==> src/rtl/parallel_adder.sv <==
// parallel_adder
//   Registered 3-bit ripple-carry adder with carry-in. It uses the TinyTapeout
//   user-project pin interface. The two operands and carry-in come from the
//   dedicated inputs. The registered sum, carry-out and status flags drive the
//   dedicated outputs. A free-running cycle counter toggles a heartbeat output,
//   which shows that the clock is running.
//
// Ports
//   clk      in   1  single clock, rising edge
//   rst_n    in   1  synchronous reset, active HIGH despite the name (1 = reset)
//   ena      in   1  design enable; 0 = all registers hold (reset still applies)
//   ui_in    in   8  [2:0]=A, [5:3]=B, [6]=Cin, [7]=hold (1 = freeze result)
//   uo_out   out  8  [2:0]=Sum, [3]=Cout, [4]=zero, [5]=max, [6]=heartbeat, [7]=valid
//   uio_in   in   8  unused
//   uio_out  out  8  constant 0
//   uio_oe   out  8  constant 0 (all bidirectional pins are inputs)
//
// Output qualification: valid (uo_out[7]) is 0 from reset until the first
// edge with ena=1 and hold=0. It then stays 1 until the next reset. Each such
// edge loads a new result, and that result is visible right after the edge.
// There is no backpressure.

module parallel_adder #(
  parameter int MAX_COUNT = 10_000_000
) (
  input  logic       clk,
  input  logic       rst_n,
  input  logic       ena,
  input  logic [7:0] ui_in,
  output logic [7:0] uo_out,
  input  logic [7:0] uio_in,
  output logic [7:0] uio_out,
  output logic [7:0] uio_oe
);

  localparam int CW_RAW = $clog2(MAX_COUNT);
  localparam int CW     = (CW_RAW < 1) ? 1 : CW_RAW;
  localparam logic [CW-1:0] CNT_LAST = CW'(MAX_COUNT - 1);

  // Operand fields
  logic [2:0] op_a;
  logic [2:0] op_b;
  logic       cin;
  logic       hold;

  assign op_a = ui_in[2:0];
  assign op_b = ui_in[5:3];
  assign cin  = ui_in[6];
  assign hold = ui_in[7];

  // Ripple-carry chain: carry[0] is Cin, and carry[3] is the carry-out.
  logic [3:0] carry;
  logic [2:0] sum_c;
  logic [3:0] res_c;
  logic       zero_c;
  logic       max_c;

  always_comb begin
    carry    = 4'd0;
    sum_c    = 3'd0;
    carry[0] = cin;
    for (int i = 0; i < 3; i++) begin
      sum_c[i]     = op_a[i] ^ op_b[i] ^ carry[i];
      carry[i + 1] = (op_a[i] & op_b[i]) | (carry[i] & (op_a[i] ^ op_b[i]));
    end
  end

  assign res_c  = {carry[3], sum_c};
  assign zero_c = (res_c == 4'd0);
  assign max_c  = (res_c == 4'd15);

  // Result registers
  logic [2:0] sum_q;
  logic       cout_q;
  logic       zero_q;
  logic       max_q;
  logic       valid_q;
  logic       load;

  assign load = ena & ~hold;

  always_ff @(posedge clk) begin
    if (rst_n) begin
      sum_q   <= 3'd0;
      cout_q  <= 1'b0;
      zero_q  <= 1'b0;
      max_q   <= 1'b0;
      valid_q <= 1'b0;
    end else if (load) begin
      sum_q   <= sum_c;
      cout_q  <= carry[3];
      zero_q  <= zero_c;
      max_q   <= max_c;
      valid_q <= 1'b1;
    end
  end

  // Heartbeat counter. It advances on every enabled edge, whatever hold is.
  // When it wraps it also toggles the heartbeat, so one heartbeat period is
  // 2*MAX_COUNT enabled cycles.
  logic [CW-1:0] cnt_q;
  logic          heartbeat_q;

  always_ff @(posedge clk) begin
    if (rst_n) begin
      cnt_q       <= '0;
      heartbeat_q <= 1'b0;
    end else if (ena) begin
      if (cnt_q == CNT_LAST) begin
        cnt_q       <= '0;
        heartbeat_q <= ~heartbeat_q;
      end else begin
        cnt_q <= cnt_q + 1'b1;
      end
    end
  end

  assign uo_out  = {valid_q, heartbeat_q, max_q, zero_q, cout_q, sum_q};
  assign uio_out = 8'h00;
  assign uio_oe  = 8'h00;

  // The bidirectional inputs are intentionally ignored.
  logic unused_ok;
  assign unused_ok = &{1'b0, uio_in};

endmodule

==> config.mk <==
export PLATFORM = sky130hd
export DESIGN_NAME = parallel_adder
export DESIGN_NICKNAME = d
export VERILOG_FILES = /design/src/rtl/parallel_adder.sv
export SDC_FILE = /design/constraint.sdc
export NUM_CORES = 1
export LEC_CHECK = 0
export BUFFER_PORTS_ARGS = -buffer_cell sky130_fd_sc_hd__buf_2
export CAP_MARGIN = 5
export CORE_ASPECT_RATIO = 1.1
export CORE_MARGIN = 3
export CORE_UTILIZATION = 40
export CTS_BUF_LIST = sky130_fd_sc_hd__clkbuf_4
export CTS_CLUSTER_DIAMETER = 80
export DETAILED_ROUTE_END_ITERATION = 8
export SETUP_SLACK_MARGIN = 0.15
export SYNTH_ARGS = -nofsm -noshare
export SYNTH_HDL_FRONTEND = slang
export SYNTH_SLANG_ARGS = --single-unit
export TNS_END_PERCENT = 100
==> constraint.sdc <==
create_clock -name clk -period 3.96 [get_ports clk]
set_clock_uncertainty 0.2 [all_clocks]
set_input_delay 0.792 -clock clk [delete_from_list [all_inputs] [get_ports clk]]
set_output_delay 0.792 -clock clk [all_outputs]
set_load 0.005 [all_outputs]
==> impl_metrics.ini <==
[logic_synthesis]
yosysSeqAreaShare_pct = 37.6
ys.flop_type = dfxtp_1
avgSynthCellArea_um2 = 8.47
synth_edf_count = 0
ys_async_sr_fraction_pct = 0
syn_area_um2 = 1700
yosysWarnings = 0
synth-seq-cells = 32
synthDistinctLibCells = 32
synthCells = 201

[sta]
min_period_ns = 2.64
finalHoldViolCount = 0
setup_ws_ns = 1.32
final.setup.tns_ns = 0
worst_pin_slew_ns = 0.964
setup_viol = 0
fin_crit_sh_pct = 66.6
relSlewSlack_pct = 35.7
fmax_mhz = 379
slew_violations = 0
rsz0062_at_grt = false

[worst_setup_path]
worstPathMaxFanout = 23
critPathBufInv = 0
critPathTopFamily = simple AND/OR/NAND/NOR gates
cp_slowest_cell = o21bai_2
cp.arrival_ns = 2.64
cp-start-kind = flop
cp_slowest_stage_delay_ns = 0.79
r2r-end = cnt_q[4]
r2r_setup_slack_ns = 1.32
path_class = flop to flop
cp_data_required_time_ns = 3.96
crit_chain = or4_1 > or4_4 > o21bai_2 > nor2_1
timing.rr.start = cnt_q[7]
r2r_cells = 4
critPathCaptureType = flop

[clock_tree]
postCtsSetupBuffers = 0
cts_tree = yes
cts-root-buf = clkbuf_4
ctsResizeCount = 0
insertion_delay_ns = 0.34
clock_sinks = 32
hold_buffers = 0
cts_max_path_buffers = 2
cts_buffers = 5
htreeDepth = 2
path_clk_slew_ns = 0.10

[power_and_ir_drop]
power_frac_comb_pct = 8.2
clockPowerShare_pct = 32.0
seq_power_share_pct = 59.8
peakVddDrop_mv = 0.172
internal_power_uw = 412
pwr_density_cell_nw_per_um2 = 315
p_leak_nw = 0.644
switching_share_pct = 25.9
p_sw_uw = 144

[grt]
track_usage_pct = 13.7
grt_pass1_wl_um = 5220
grt_pass1_vias = 1168
grt-ovfl-total = 0
grt_start_max_net_pins = 24
grt_antenna_before_repair = 0

[detailed_routing]
wl_per_cell_um = 11.8
first_pass_iters = 4
antenna_left = 0
vias = 1362
viasPerCell = 5.14
drt-total-wl_um = 3130
route.detailed.drc = 0
drt_iter0_drc = 65

[placement]
port_buffers = 18
dp_slack_ns = 1.03
dp_hpwl_um = 2270
gp_congestion = 0.792

[floorplan]
dieArea_um2 = 5080
rows = 24
ioPinCount = 43
die_w_um = 68.2
start_util_pct = 42.3
fp.coreArea_um2 = 4020
die_y_um = 74.4

[layout]
final_nets = 235
final_common_cell = dfxtp_1
n_antenna_cell = 0
layout-drive-gt1-share_pct = 13.6
num-fill-cells = 422
syn2layout_area_growth_pct = 3.67
mostFrequentLayoutCells = 32 x dfxtp_1, 23 x nor2_1, 18 x buf_2, 16 x conb_1, 12 x a21oi_1

[flow_run]
maxCapViolCount = 0

[min_path]
min_path_cells = 2
min_to = valid_q
holdCritStartpoint = valid_q
hold_path_class = flop to flop

[status]
status = completed
per-stage QoR:
step           hold slack (ns)  cell area (µm²)  utilization [%]  power, mW  instances
2_1_floorplan            0.242             1760                -      0.386        216
3_3_place_gp             0.254             1710             42.6      0.385        257
3_5_place_dp             0.261             1710             42.6      0.386        257
4_1_cts                  0.286             1770             43.9      0.565        265
5_1_grt                  0.310             1770             43.9      0.589        265
6_report                 0.278             1770             43.9      0.556        265
final cells by class:
type | instances | area [µm²] | area share, %
inverters | 11 | 41.3 | 2.34
clock buffers | 5 | 37.5 | 2.13
multi-input cells | 144 | 877 | 49.7
flip-flops and latches | 32 | 641 | 36.3
repair buffers | 18 | 90.1 | 5.10
well taps | 52 | 65.1 | 3.69
clock inverters | 3 | 13.8 | 0.780
worst min-delay path: cells and delay by family (launching register included):
family        cells  cell delay, ns
flops             1            0.34
simple gates      2            0.12
kinds of logic (layout without fill, tap and decap cells):
kind of cell    Yosys count  in the layout  synth area share (%)
mux                       3              3                  1.76
simple gates             80             80                  25.6
other cells               1             16                 0.220
xor+xnor                 12             12                  6.17
fa+ha+maj                 4              4                  4.26
compound gates           29             29                  10.2
flops                    32             32                  37.6
buf+inv                  40             37                  14.2
synthesized netlist by cell type, types with 4 or more instances:
cell type | instances | area, µm²
buf_2 | 4 | 20.0
a21oi_1 | 12 | 60.1
or4_1 | 9 | 67.6
nand2_1 | 9 | 33.8
xor2_1 | 4 | 35.0
o21ai_0 | 7 | 35.0
or3_1 | 7 | 43.8
inv_1 | 11 | 41.3
o31ai_1 | 5 | 37.5
xnor2_1 | 8 | 70.1
buf_4 | 23 | 173
nand4_1 | 7 | 43.8
nor2_1 | 23 | 86.3
nor4_1 | 4 | 25.0
dfxtp_1 | 32 | 641
nand3_1 | 9 | 45.0
a211oi_1 | 4 | 30.0
power by group through the flow:
stage	clock, mW	combinational [mW]	sequential, mW
2_1_floorplan	0	0.0469	0.339
3_3_place_gp	0	0.0456	0.340
3_5_place_dp	0	0.0458	0.340
4_1_cts	0.186	0.0459	0.332
5_1_grt	0.202	0.0534	0.334
6_report	0.178	0.0457	0.332
how the worst max path moves through the flow:
stage             start        end  cells past startpoint
2_1_floorplan  ui_in[0]     zero_q                      7
3_3_place_gp   ui_in[0]     zero_q                      8
3_5_place_dp   ui_in[0]     zero_q                      8
4_1_cts        cnt_q[7]   cnt_q[4]                      4
5_1_grt        cnt_q[7]  cnt_q[10]                      4
6_report       cnt_q[7]   cnt_q[4]                      4
flip-flops by register name (all words and copies together) (netlist names):
name	flops
cnt_q	24
sum_q	3
cout_q	1
heartbeat_q	1
max_q	1
valid_q	1
zero_q	1
per-layer routing:
metal / global-route usage (%) / share of wire (%) / vias up
li1: - / - / 690
met2: 21.1 / 46 / 33
met4: 5.96 / 1.8 / 0
met5: 0 / 0 / -
met3: 5.44 / 5.6 / 6
met1: 16.8 / 47 / 633
No activity file was read; power rests on OpenSTA's default activity.
